## src/rtl/pc_fetch_gen.sv

```systemverilog
// ============================================================================
// Module   : pc_fetch_gen
// Purpose  : Fetch program-counter generator and instruction-ROM request
//            sequencer feeding IF_stage. Optional macro PCGEN_FETCH_CNT_EN
//            adds a 32-bit count of delivered instructions (fetch_count).
// Revision : 1.0 - initial release
// ============================================================================
`default_nettype none

module pc_fetch_gen #(
  parameter logic [31:0] RESET_PC = 32'h0000_0000,
  parameter logic [31:0] PC_STEP  = 32'd4
) (
  input  logic        clk,
  input  logic        reset,
  input  logic        go,
  input  logic        stall,
  input  logic        branch,
  input  logic [31:0] branch_addr,
  input  logic        rom_ready,
  output logic [31:0] pc_if,
  output logic        rom_req,
  output logic        inst_valid,
`ifdef PCGEN_FETCH_CNT_EN
  output logic [31:0] fetch_count,
`endif
  output logic        misalign
);

  typedef enum logic [1:0] {
    ST_IDLE = 2'd0,
    ST_REQ  = 2'd1,
    ST_HOLD = 2'd2
  } state_t;

  state_t      r_state;
  logic [31:0] r_pc;
  logic        r_rom_req;
  logic        r_misalign;
  logic        w_fire;

  assign w_fire     = r_rom_req & rom_ready;
  // A fetch that coincides with a redirect or back-pressure is discarded.
  assign inst_valid = w_fire & ~branch & ~stall;

  assign pc_if    = r_pc;
  assign rom_req  = r_rom_req;
  assign misalign = r_misalign;

  always_ff @(posedge clk or negedge reset) begin
    if (!reset) begin
      r_state    <= ST_IDLE;
      r_pc       <= RESET_PC;
      r_rom_req  <= 1'b0;
      r_misalign <= 1'b0;
    end else begin
      r_misalign <= 1'b0;
      if (!go) begin
        r_state   <= ST_IDLE;
        r_rom_req <= 1'b0;
      end else if (branch) begin
        r_state    <= ST_REQ;
        r_rom_req  <= 1'b1;
        r_pc       <= branch_addr & ~32'd3;
        r_misalign <= |branch_addr[1:0];
      end else if (stall && (r_state != ST_IDLE)) begin
        r_state   <= ST_HOLD;
        r_rom_req <= 1'b0;
      end else if (r_state != ST_REQ) begin
        r_state   <= ST_REQ;
        r_rom_req <= 1'b1;
      end else if (w_fire) begin
        r_pc <= r_pc + PC_STEP;
      end
    end
  end

`ifdef PCGEN_FETCH_CNT_EN
  logic [31:0] r_fetch_count;

  always_ff @(posedge clk or negedge reset) begin
    if (!reset) begin
      r_fetch_count <= 32'd0;
    end else if (inst_valid) begin
      r_fetch_count <= r_fetch_count + 32'd1;
    end
  end

  assign fetch_count = r_fetch_count;
`endif

endmodule

`default_nettype wire

```

## config.mk

```make
export PLATFORM = sky130hd
export DESIGN_NAME = pc_fetch_gen
export DESIGN_NICKNAME = d
export VERILOG_FILES = /design/src/rtl/pc_fetch_gen.sv
export SDC_FILE = /design/constraint.sdc
export NUM_CORES = 1
export LEC_CHECK = 0
export BUFFER_PORTS_ARGS = -buffer_cell sky130_fd_sc_hd__buf_2
export CAP_MARGIN = 30
export CORE_ASPECT_RATIO = 0.75
export CORE_MARGIN = 1
export CORE_UTILIZATION = 45
export DETAILED_ROUTE_END_ITERATION = 8
export PLACE_DENSITY = 0.68
export SYNTH_ARGS = -nofsm -noshare
export SYNTH_HDL_FRONTEND = slang
export SYNTH_SLANG_ARGS = --single-unit
```

## constraint.sdc

```tcl
create_clock -name clk -period 4.3 [get_ports clk]
set_clock_uncertainty 0.15 [all_clocks]
set_input_delay 0.86 -clock clk [delete_from_list [all_inputs] [get_ports clk]]
set_output_delay 0.86 -clock clk [all_outputs]
set_load 0.03 [all_outputs]
```

==> metrics.md <==
| Metric | Value |
|---|---|
| Status | `complete, no violations` |
| CTS sink cnt | `33` |
| GRT Max-Usage Layer | `met1` |
| Slowest-stage cell, CP | `buf_2` |
| Peak supply drop | `0.000197 V` |
| CP Launch Point | `branch` |
| DR WL/cell | `15.7 um` |
| Placer Congestion | `0.810` |
| Hold Violations, Final | `0` |
| Initial antenna violation count | `0` |
| Hold-fix buffers, CTS | `0` |
| Grt met1 use | `40.2%` |
| Cell area power density | `372 nW/um^2` |
| Synth-to-Final Area Change | `20.0%` |
| Critical Path Sink Type | `primary output` |
| Worst Tran Pin Value | `0.839 ns` |
| H-tree depth | `2` |
| Seq cells post-synth | `33` |
| Crit Path Category | `input port to primary output` |
| Starting Density | `48.0%` |
| Latest clock arrival within the worst-skew pair | `0.29 ns` |
| Post-synth top area cell | `dfrtp_1` |
| Count of cell types in the netlist | `47` |
| Final setup violating endpoints | `0` |
| Largest cells by area after synthesis | `dfrtp_1 (38%), a21oi_1 (5.9%), nand3_1 (5.0%)` |
| Critical Path RT | `3.29 ns` |
| Arr. time, crit path | `1.85 ns` |
| Reg2reg start | `r_state[0]` |
| Most common cell in the synthesized netlist | `dfrtp_1` |
| Met2 usage | `33.1%` |
| Root Driver | `clkbuf_8` |
| Vias per cell | `5.84` |
| Die width | `82.6 um` |
| Vias in the first global route | `2,010` |
| Nets | `362` |
| Synth top area share | `37.6%` |
| Post-cts resize count | `0` |
| Ys async rst share | `100%` |
| IO Port Bufs | `70` |
| Leakage | `1.15 nW` |
| Cell area after synthesis | `2190 sq um` |
| Met3 Use GR | `5.99%` |
| Die Height | `62.5 um` |
| Setup TNS | `0 ns` |
| CP dominant cell by count | `buf_2` |
| Max Freq | `349 MHz` |
| Syn avg cell area | `8.38 sq um` |
| Share of cells above drive strength 1 | `26.9%` |
| Total gr overflow | `0` |
| CTS Buf Count | `5` |
| Die ar. | `5160 sq um` |
| Worst slew margin | `44.0%` |
| Final worst path period share | `66.6%` |
| CTS tree | `done` |
| Postcts setup bufs | `0` |
| N_diodes | `0` |
| Final slew viol count | `0` |
| # DRC | `0` |
| Max-Cap Viols | `0` |
| Final ANT Viol Nets | `0` |
| HPWL Detailed | `4.21 mm` |
| Fin util | `57.6%` |
| DRT iter0 DRCs | `164` |
| Slowest cell delay on critical path | `0.63 ns` |
| GRT Util Overall | `25.3%` |
| WL final | `5.97 mm` |
| Max FO, Critical Path | `49` |
| Vias | `2,224` |
| Leading cell types by count after synthesis | `dfrtp_1 (33), a21oi_1 (26), nor2_1 (24), nand3_1 (22), o21ai_0 (18)` |
| Critical path cell sequence | `buf_2 -> nor3_1 -> buf_2` |
| FP Rows | `21` |
| Max Root-Sink Buffers | `2` |
| Worst min-delay path class | `register to register` |
| Sequential element share of the synthesized area | `37.6%` |
| Worst Hold Launch | `pc_if[31]` |
| Critical Path Source Type | `input port` |
| Pin count of the biggest net entering global routing | `50` |
| Setup repair after global routing missed its margin | `no` |
| I/O pin count | `73` |
| Core Footprint | `4570 sq um` |
| Post-synth EDFFs | `0` |
| Final critical-path required period | `2.86 ns` |
| First-pass GRT wire length | `10.0 mm` |
| DR pass1 iterations | `4` |
| Yosys warns | `0` |
| Top_reg_cell synth | `dfrtp_1` |
| Post-Synthesis Cells | `262` |
| Clock transition at path regs | `0.07 ns` |
-- worst max-delay path: cells and delay by family --
family / cells / cell delay (ns)
buffers and inverters: 2 / 0.84
AND/OR/NAND/NOR: 1 / 0.13
-- routing by layer --
metal,vias to the layer above,share of wire (%)
li1,1115,-
met1,1032,52
met2,72,41
met3,5,5.9
met4,0,0.64
met5,-,0
-- logic make-up (layout without fill, tap and decap cells) --
logic type / Yosys count / in the layout / share of synthesized area, %
simple gates: 116 / 116 / 31.3
mux: 9 / 9 / 4.28
compound gates: 77 / 77 / 21.3
buf+inv: 25 / 86 / 4.73
fa+ha+maj: 1 / 1 / 0.570
other cells: 1 / 2 / 0.171
flops: 33 / 33 / 37.6
-- flip-flops by register name, summed over array words and instances, names as in the netlist --
register / flops
r_state: 2
pc_if: 30
misalign: 1
-- worst paths after layout --
check,slack [ns],depth (start not counted),endpoint
setup / recovery,1.44,3,inst_valid
setup reg to reg,2.06,6,pc_if[21]
max in group asynchronous,3.02,1,pc_if[20]
hold / removal,0.43,2,pc_if[31]
hold reg to reg,0.43,2,pc_if[31]
min in group asynchronous,0.49,1,pc_if[5]
-- report_power, final --
group / leakage [nW] / switching (mW) / internal [mW]
clock network: 0.0395 / 0.115 / 0.115
logic: 0.722 / 0.213 / 0.102
registers: 0.393 / 0.0801 / 0.356
-- cells in the final DEF, fill, tap and decap left out, drive strengths merged, types with 3 or more instances in the layout --
cell type	count
and3	10
and2	3
dfrtp	33
nor4	6
clkbuf	8
mux2i	6
nor2	24
buf	72
nor2b	3
a41o	3
nand2	16
a22oi	3
inv	6
a21oi	26
nand4	12
and4	3
nand3	22
nor3	12
o21ai	19
mux2	3
o22ai	10
-- area by class of cell --
type	count	area, sq um
fill	463	1940
multi-input combinational	205	1270
clock buffer	8	80.1
inverter	6	22.5
sequential	33	826
timing repair buffer	72	365
tap	57	71.3
-- stage by stage --
step	hold WS [ns]	worst slack (ns)	power, mW	std cells	cell area, sq um
6_report	0.426	1.44	0.981	381	2630
3_3_place_gp	0.399	1.29	0.750	373	2550
4_1_cts	0.421	1.44	0.983	381	2630
5_1_grt	0.473	1.30	1.04	381	2630
2_1_floorplan	0.383	1.33	0.647	263	2200
3_5_place_dp	0.404	1.25	0.755	373	2550
No activity file was read; power rests on OpenSTA's default activity.
